**src/rtl/serial_paralelo_n.sv**
```systemverilog
// serial_paralelo_n: comma-aligned serial-to-parallel receiver.
// A bit-rate shift register hunts for the COMMA symbol, locks the word
// boundary on the first hit, and declares the link ACTIVE after COMMA_COUNT
// consecutive aligned commas. In ACTIVE every non-comma word is delivered on
// data_rx with a single-cycle valid_rx pulse on the edge of its last bit.
// Optional feature: define SP_LOSS_DETECT_EN to drop back to SEARCH after
// LOSS_WORDS consecutive non-comma words; otherwise ACTIVE holds until reset.
module serial_paralelo_n #(
  parameter int               WIDTH       = 8,
  parameter logic [WIDTH-1:0] COMMA       = WIDTH'(8'hBC),
  parameter int               COMMA_COUNT = 4,
  parameter int               LOSS_WORDS  = 16
) (
  input  logic             clk_32f,
  input  logic             reset,
  input  logic             data_in,
  output logic [WIDTH-1:0] data_rx,
  output logic             valid_rx,
  output logic             active,
  output logic [1:0]       sync_state
);

  typedef enum logic [1:0] {
    SEARCH = 2'd0,
    COUNT  = 2'd1,
    ACTIVE = 2'd2
  } state_t;

  localparam int               CNT_W        = $clog2(WIDTH);
  localparam logic [CNT_W-1:0] LAST_BIT     = CNT_W'(WIDTH - 1);
  localparam logic [3:0]       COMMA_TARGET = 4'(COMMA_COUNT);

  // Reject illegal configurations at elaboration time.
  if (WIDTH < 4 || WIDTH > 32) begin : g_bad_width
    $error("serial_paralelo_n: WIDTH must be in 4..32");
  end
  if (COMMA_COUNT < 1 || COMMA_COUNT > 15) begin : g_bad_comma_count
    $error("serial_paralelo_n: COMMA_COUNT must be in 1..15");
  end
  if (LOSS_WORDS < 2 || LOSS_WORDS > 255) begin : g_bad_loss_words
    $error("serial_paralelo_n: LOSS_WORDS must be in 2..255");
  end

  state_t           state;
  logic [WIDTH-1:0] sr;
  logic [CNT_W-1:0] bit_cnt;
  logic [3:0]       comma_cnt;

`ifdef SP_LOSS_DETECT_EN
  localparam logic [7:0] LOSS_TARGET = 8'(LOSS_WORDS);
  logic [7:0] loss_cnt;
`endif

  // Word formed by the bit arriving on this edge and the WIDTH-1 before it.
  logic [WIDTH-1:0] candidate;
  logic             cand_is_comma;
  logic             at_boundary;

  assign candidate     = {sr[WIDTH-2:0], data_in};
  assign cand_is_comma = (candidate == COMMA);
  assign at_boundary   = (bit_cnt == LAST_BIT);

  // The state register itself is the encoded status output.
  assign sync_state = state;

  // Alignment FSM, word counters and registered outputs.
  always_ff @(posedge clk_32f or negedge reset) begin
    if (!reset) begin
      state     <= SEARCH;
      sr        <= '0;
      bit_cnt   <= '0;
      comma_cnt <= '0;
      data_rx   <= '0;
      valid_rx  <= 1'b0;
      active    <= 1'b0;
`ifdef SP_LOSS_DETECT_EN
      loss_cnt  <= '0;
`endif
    end else begin
      // NOTE: non-blocking assignments throughout, so every branch below
      // sees the pre-edge values of sr, bit_cnt and the counters, and a later
      // assignment in the same pass simply overrides an earlier default.
      sr       <= candidate;
      valid_rx <= 1'b0;
      bit_cnt  <= at_boundary ? '0 : bit_cnt + 1'b1;

      case (state)
        SEARCH: begin
`ifdef SP_LOSS_DETECT_EN
          loss_cnt <= '0;
`endif
          // Bit-level hunt: any comma fixes the boundary at this edge.
          if (cand_is_comma) begin
            bit_cnt   <= '0;
            comma_cnt <= 4'd1;
            if (COMMA_COUNT == 1) begin
              state  <= ACTIVE;
              active <= 1'b1;
            end else begin
              state <= COUNT;
            end
          end
        end

        COUNT: begin
          // Only whole words on the locked boundary are judged here.
          if (at_boundary) begin
            if (cand_is_comma) begin
              if (comma_cnt != COMMA_TARGET) begin
                comma_cnt <= comma_cnt + 4'd1;
              end
              if (comma_cnt + 4'd1 >= COMMA_TARGET) begin
                state  <= ACTIVE;
                active <= 1'b1;
              end
            end else begin
              comma_cnt <= '0;
              state     <= SEARCH;
            end
          end
        end

        ACTIVE: begin
          if (at_boundary) begin
            if (!cand_is_comma) begin
              data_rx  <= candidate;
              valid_rx <= 1'b1;
`ifdef SP_LOSS_DETECT_EN
              // The word that trips the limit is still delivered above.
              if (loss_cnt + 8'd1 >= LOSS_TARGET) begin
                loss_cnt  <= LOSS_TARGET;
                comma_cnt <= '0;
                state     <= SEARCH;
                active    <= 1'b0;
              end else begin
                loss_cnt <= loss_cnt + 8'd1;
              end
`endif
            end else begin
`ifdef SP_LOSS_DETECT_EN
              loss_cnt <= '0;
`endif
            end
          end
        end

        default: begin
          state  <= SEARCH;
          active <= 1'b0;
        end
      endcase
    end
  end

endmodule

```
**config.mk**
```make
export PLATFORM = sky130hd
export DESIGN_NAME = serial_paralelo_n
export DESIGN_NICKNAME = d
export VERILOG_FILES = /design/src/rtl/serial_paralelo_n.sv
export SDC_FILE = /design/constraint.sdc
export NUM_CORES = 1
export LEC_CHECK = 0
export CORE_ASPECT_RATIO = 1.4
export CORE_MARGIN = 3
export CORE_UTILIZATION = 45
export DETAILED_ROUTE_END_ITERATION = 8
export GPL_TIMING_DRIVEN = 0
export HOLD_SLACK_MARGIN = 0.08
export PLACE_DENSITY = 0.72
export SLEW_MARGIN = 20
export SYNTH_ARGS = -nofsm -noshare
export SYNTH_HDL_FRONTEND = slang
export SYNTH_SLANG_ARGS = --single-unit
```
**constraint.sdc**
```tcl
create_clock -name clk_32f -period 2.6 [get_ports clk_32f]
set_input_delay 0.78 -clock clk_32f [delete_from_list [all_inputs] [get_ports clk_32f]]
set_output_delay 0.78 -clock clk_32f [all_outputs]
set_load 0.02 [all_outputs]
```
==> metrics.md, run 1 <==
| Metric | Value |
|---|---|
| Status | `complete, no violations` |
| Initial DRC Count | `10` |
| Post-synth top area share | `56.7%` |
| Clk_lat worst skew | `0.31 ns` |
| GP Congestion | `0.846` |
| P&R area growth vs syn | `18.6%` |
| Final setup fails | `0` |
| Layout cells sized above 1 | `17.8%` |
| Antenna-violating nets left | `0` |
| Setup ws final | `0.347 ns` |
| Largest net degree at the start of global routing | `27` |
| Max-cap violations | `0` |
| Slowest-stage cell, CP | `clkdlybuf4s50_1` |
| WP data required | `about 1.8 ns` |
| Vias in the first global route | `713` |
| Met1 usage | `18.0%` |
| Fin crit period | `2.25 ns` |
| Worst Clk Skew | `0.0110 ns` |
| Total CTS buffers | `3` |
| PostCTS Resize Cnt | `0` |
| Core area | `0.00242 mm2` |
| Die height | `65.7 um` |
| CTS root buf | `clkbuf_4` |
| DRC Markers | `0` |
| Data arrival time at the worst-slack endpoint | `1.47 ns` |
| CP Class | `reg -> out` |
| Placed Cells | `137` |
| Top delay family on crit path | `buffers and inverters` |
| Clock Pin Slew Worst Setup and Hold Paths | `roughly 0.14 ns` |
| # IOs | `15` |
| Synth top area cells | `dfrtp_1 57%, mux2_4 10%, ha_1 4.4%` |
| Synthesis-stage register bit count | `26` |
| Pwr Total | `706 uW` |
| Power per Cell Area | `519 mW/mm2` |
| Initial Utilization | `47.5%` |
| Fin Hold WS | `0.421 ns` |
| Synth warnings | `0` |
| # rows | `21` |
| Peak supply drop | `0.288 mV` |
| Design area | `0.00136 mm2` |
| Dpl hpwl | `~1.5 mm` |
| Placed instance area | `0.00133 mm2` |
| Total grt overflow | `0` |
| CP peak stage delay | `0.66 ns` |
| CP cell instances | `clkdlybuf4s50_1` |
| EDFF count, synth | `0` |
| HP Class | `reg -> reg` |
| Syn Nets | `96` |
| Routed wire length | `2.00 mm` |
| CP max FO | `8` |
| Fin crit share | `86.7%` |
| CP Capture Type | `output pin` |
| Final std cells w/o fill | `141` |
| N_diodes | `0` |
| DR vias/cell | `5.22` |
| Post-synth ARST share | `between 90% and 100%` |
| Hold-fix buffers, CTS | `0` |
| Post-CTS setup buffer count | `0` |
| Rel. slew slack | `61.6%` |
| Synthesized area | `0.00115 mm2` |
| Leakage | `0.596 nW` |
| WL/cell | `between 10 and 15 um` |
| Setup TNS | `0 ns` |
| Main synth FF type | `dfrtp_1` |
| First-pass GRT wire length | `3.43 mm` |
| Yosys cell types | `29` |
| I/O Buffers | `14` |
| Cells after Synth | `89` |
| Fmax | `444 MHz` |
| Critical Path Start Type | `register` |
| CTS tree | `yes` |
| Worst-Margin Slew | `0.572 ns` |
| H-tree Lvls | `1` |
| Pins Over Slew Limit | `0` |
| Final core utilization | `56.3%` |
| Initial antenna violation count | `0` |
| Register area share after synthesis | `56.7%` |
| Router iterations before antenna repair | `4` |
| Hold Fails Final Rpt | `0` |
| Bufs and invs on worst path | `1` |
| Top-count cell post-synth | `dfrtp_1` |
| CTS Sinks | `26` |
| Pre-CTS setup slack | `0.156 ns` |
| RSZ-0062 raised after global routing | `no` |
| Global route hottest layer | `met2` |
| Top post-synthesis cells by count | `26 x dfrtp_1, 8 x mux2_4, 6 x inv_1` |
| Met3 Use GR | `2.27%` |
| Gr usage total | `between 10% and 20%` |
| Nets | `between 100 and 150` |
| CTS Buffer Depth | `2` |
| Via count | `736` |
| Met2 Use GR | `23.8%` |
| Die Width | `48.7 um` |
| Syn_area_per_cell | `between 10 and 15 um2` |
| DIE AREA | `0.00320 mm2` |
| Cell taking the most area after synthesis | `dfrtp_1` |
==> metal layers <==
metal	vias up	share of wire (%)	wire length [um]
met5	-	0	0
met3	0	4.0	80
met4	0	0	0
met1	360	45	906
li1	354	-	-
met2	22	51	1010
==> state kept, by name, summed over array words and instances (netlist names) <==
register and count:
sync_state 2, data_rx 8, sr 7, valid_rx 1
bit_cnt 3, active 1, comma_cnt 4
==> logic make-up after synthesis <==
family,synth area share (%)
AO/OA/AOI/OAI,10.3
adder cells (fa/ha/maj),4.36
multiplexers,10.5
AND/OR/NAND/NOR,13.4
XOR/XNOR,0.763
buffers and inverters,4.03
flip-flops,56.7
==> final timing paths <==
kind / depth (start not counted) / end / start / slack (ns)
setup / recovery: 1 / sync_state[0] / sync_state[0]$_DFFE_PN0P_ / 0.35
hold / removal: 0 / sr[6]$_DFF_PN0_ / sr[5]$_DFF_PN0_ / 0.42
setup reg to reg: 5 / data_rx[4]$_DFFE_PN0P_ / bit_cnt[0]$_DFF_PN0_ / 0.91
hold reg to reg: 0 / sr[6]$_DFF_PN0_ / sr[5]$_DFF_PN0_ / 0.42
max in group asynchronous: 1 / valid_rx$_DFF_PN0_ / reset / 1.77
min in group asynchronous: 1 / data_rx[7]$_DFFE_PN0P_ / reset / 0.44
==> final cells by class <==
class,instances,area (um2)
sequential,26,651
multi-input combinational,53,450
timing repair buffer,14,135
inverter,6,22.5
tap,34,42.5
buffer,4,23.8
clock buffer,4,36.3
fill,218,1060
==> cell usage in the layout (no fill, tap or decap), types with 2 or more instances in the layout <==
cell type        instances
nor2_1                   4
ha_1                     4
clkbuf_4                 3
nand3_1                  4
buf_2                    2
nand2_1                  4
clkbuf_1                 2
dfrtp_1                 26
a21oi_1                  3
clkdlybuf4s50_1         13
nor3_1                   2
inv_1                    6
mux2_4                   8
o31ai_1                  2
nor2b_1                  3
nand3b_1                 2
a31oi_1                  2
a32o_1                   2
o21a_1                   2
==> power by group <==
part	internal, mW	leakage, nW	switching, mW	total (mW)
clock network	0.0854	0.0210	0.113	0.199
registers	0.432	0.337	0.0169	0.449
logic	0.0273	0.238	0.0311	0.0584
Power figures use the tool's default switching activity.
==> run 2, diff against run 1 <==
--- a/config.mk
+++ b/config.mk
@@ -7,11 +7,11 @@
 export LEC_CHECK = 0
 export CORE_ASPECT_RATIO = 1.4
 export CORE_MARGIN = 3
-export CORE_UTILIZATION = 45
+export CORE_UTILIZATION = 57
 export DETAILED_ROUTE_END_ITERATION = 8
 export GPL_TIMING_DRIVEN = 0
 export HOLD_SLACK_MARGIN = 0.08
-export PLACE_DENSITY = 0.72
+export PLACE_DENSITY_LB_ADDON = 0.1
 export SLEW_MARGIN = 20
 export SYNTH_ARGS = -nofsm -noshare
 export SYNTH_HDL_FRONTEND = slang
==> metrics.md, run 2 (same netlist as run 1, synthesis figures left out) <==
| Metric | Value |
|---|---|
| Final std cells w/o fill | `127 (-9.9%)` |
| P&R area growth vs syn | `17.1%` |
| CP max FO | `8 (unchanged)` |
| Post-CTS setup buffer count | `0 (unchanged)` |
| Sw Ratio | `21.8% (-1.0 points)` |
| Layout cells sized above 1 | `17.8% (unchanged)` |
| Commonest non-fill, non-tap cell in the layout | `dfrtp_1` |
| Pwr Total | `696 uW (-1.4%)` |
| CTS Sinks | `26 (unchanged)` |
| CP Capture Type | `output pin` |
| DR vias/cell | `5.69 (+9.1%)` |
| # rows | `18 (-14%)` |
| Largest register FFs | `8 (unchanged)` |
| Fin crit period | `2.25 ns (-0.00276 ns)` |
| Leakage | `0.596 nW (unchanged)` |
| Fmax | `444 MHz (+0.12%)` |
| Top delay family on crit path | `buffers and inverters` |
| Status | `complete, no violations` |
| CTS root buf | `clkbuf_4` |
| CP cell instances | `clkdlybuf4s50_1` |
| Hold path depth | `0 (unchanged)` |
| Fin Hold WS | `0.413 ns (-0.00827 ns)` |
| Pins Over Slew Limit | `0 (unchanged)` |
| GP Congestion | `0.773 (-8.6%)` |
| Register name with the most flops | `data_rx` |
| Total grt overflow | `0 (unchanged)` |
| Initial Utilization | `62.9% (+15 points)` |
| Clk_lat worst skew | `0.30 ns (about the same)` |
| Power share of the sequential group | `64.5% (+0.9 points)` |
| Hold-fix buffers, CTS | `0 (unchanged)` |
| Placed Cells | `123 (-10%)` |
| Top flop regs | `data_rx: 8 flops, sr: 7 flops, comma_cnt: 4 flops` |
| Initial DRC Count | `24 (+14)` |
| Setup slack, reg-to-reg | `0.94 ns (+0.03 ns)` |
| Fin crit share | `86.6% (-0.11 points)` |
| Hold Fails Final Rpt | `0 (unchanged)` |
| Antenna-violating nets left | `0 (unchanged)` |
| CP peak stage delay | `0.66 ns (about the same)` |
| Dpl hpwl | `1.34 mm (-8.4%)` |
| Data arrival time at the worst-slack endpoint | `1.47 ns (about the same)` |
| Die height | `59.1 um (-10%)` |
| Peak supply drop | `0.389 mV (+35%)` |
| I/O Buffers | `14 (unchanged)` |
| Initial antenna violation count | `0 (unchanged)` |
| Setup TNS | `0 ns (unchanged)` |
| Number of cells on the critical path | `1 (unchanged)` |
| HP Class | `reg -> reg` |
| CP startpoint | `sync_state[0]$_DFFE_PN0P_` |
| Die Width | `43.9 um (-9.8%)` |
| Hold_sp | `sr[5]$_DFF_PN0_` |
| Pre-CTS setup slack | `0.175 ns (+0.0184 ns)` |
| Max-cap violations | `0 (unchanged)` |
| CP endpoint | `sync_state[0]` |
| RR Startpoint | `bit_cnt[0]$_DFF_PN0_` |
| Rel. slew slack | `61.2% (-0.36 points)` |
| Largest net degree at the start of global routing | `27 (unchanged)` |
| H-tree Lvls | `1 (unchanged)` |
| WP data required | `1.82 ns (about the same)` |
| Worst-Margin Slew | `0.577 ns (+0.00541 ns)` |
| Routed wire length | `1.86 mm (-7.0%)` |
| Total CTS buffers | `3 (unchanged)` |
| Vias in the first global route | `751 (+5.3%)` |
| DRC Markers | `0 (unchanged)` |
| R2R cell count | `5 (unchanged)` |
| Clock Pin Slew Worst Setup and Hold Paths | `0.13 ns (about the same)` |
| Slowest-stage cell, CP | `clkdlybuf4s50_1` |
| Comb pwr share | `8.4% (about the same)` |
| Core area | `0.00182 mm2 (-25%)` |
| Setup ws final | `0.349 ns (+0.00276 ns)` |
| DIE AREA | `0.00260 mm2 (-19%)` |
| CTS tree | `yes` |
| Power share of the clock group | `27.1% (-1.1 points)` |
| Commonest cells after routing, fill and taps aside | `26 x dfrtp_1, 13 x clkdlybuf4s50_1, 8 x mux2_4` |
| Worst Clk Skew | `0.00676 ns (-0.00423 ns)` |
| PostCTS Resize Cnt | `0 (unchanged)` |
| Router iterations before antenna repair | `5 (+1)` |
| P_int | `544 uW (about the same)` |
| Switch Pwr | `152 uW (-5.8%)` |
| CTS Buffer Depth | `2 (unchanged)` |
| WL/cell | `14.7 um (+3.3%)` |
| # IOs | `15 (unchanged)` |
| RSZ-0062 raised after global routing | `no` |
| Critical Path Start Type | `register` |
| N_diodes | `0 (unchanged)` |
| Nets | `115 (unchanged)` |
| Gr usage total | `16.4% (+2.6 points)` |
| Final setup fails | `0 (unchanged)` |
| Via count | `723 (-1.8%)` |
| Bufs and invs on worst path | `1 (unchanged)` |
| Fillers | `123 (-44%)` |
| First-pass GRT wire length | `3.24 mm (-5.6%)` |
| Reg2reg end | `data_rx[7]$_DFFE_PN0P_` |
| CP Class | `reg -> out` |
| Power per Cell Area | `518 mW/mm2 (-0.11%)` |
-- run 2: cell counts in the layout (fill, tap and decap cells not counted) --
No cell type changed its count.
-- run 2: power groups by stage --
stage	combinational [mW]	clock (mW)	sequential, mW
finish	0.0587	0.189	0.449
global route	0.0705	0.215	0.453
detailed placement	0.0612	0	0.456
global placement	0.0585	0	0.455
CTS	0.0612	0.198	0.449
floorplan	0.0377	0	0.454
-- run 2: cell type report --
class / instances / area, um2 / share of cell area [%]
timing repair buffer: 14 / 135 / 10.1
sequential: 26 / 651 / 48.4
clock buffer: 4 / 36.3 / 2.70
multi-input combinational: 53 / 450 / 33.5
inverter: 6 / 22.5 / 1.68
buffer: 4 / 23.8 / 1.77
tap: 20 / 25.0 / 1.86
-- run 2: how the worst min path moves through the flow --
stage                      endpoint  slack (ns)
floorplan           sr[6]$_DFF_PN0_        0.37
global placement    sr[6]$_DFF_PN0_        0.39
detailed placement  sr[6]$_DFF_PN0_        0.39
CTS                 sr[6]$_DFF_PN0_        0.41
global route        sr[2]$_DFF_PN0_        0.43
finish              sr[6]$_DFF_PN0_        0.41
-- run 2: layer usage --
layer,global-route usage (%),up-vias,routed length (um)
li1,-,358,-
met1,21.4,346,847
met2,28.1,17,934
met3,2.74,2,71
met4,3.88,0,8
met5,0,-,0
-- run 2: through the flow --
stage | util [%] | cell area, um2
4_1_cts | 73.9 | 1350
6_report | 73.7 | 1340
3_3_place_gp | 71.9 | 1310
5_1_grt | 73.7 | 1340
2_1_floorplan | - | 1150
3_5_place_dp | 71.9 | 1310
==> run 3, diff against run 2 <==
--- a/config.mk
+++ b/config.mk
@@ -9,6 +9,7 @@
 export CORE_MARGIN = 3
 export CORE_UTILIZATION = 57
 export DETAILED_ROUTE_END_ITERATION = 8
+export GPL_ROUTABILITY_DRIVEN = 0
 export GPL_TIMING_DRIVEN = 0
 export HOLD_SLACK_MARGIN = 0.08
 export PLACE_DENSITY_LB_ADDON = 0.1
==> results of run 3 <==
Final layout, timing and power as in run 2 (identical DEF).
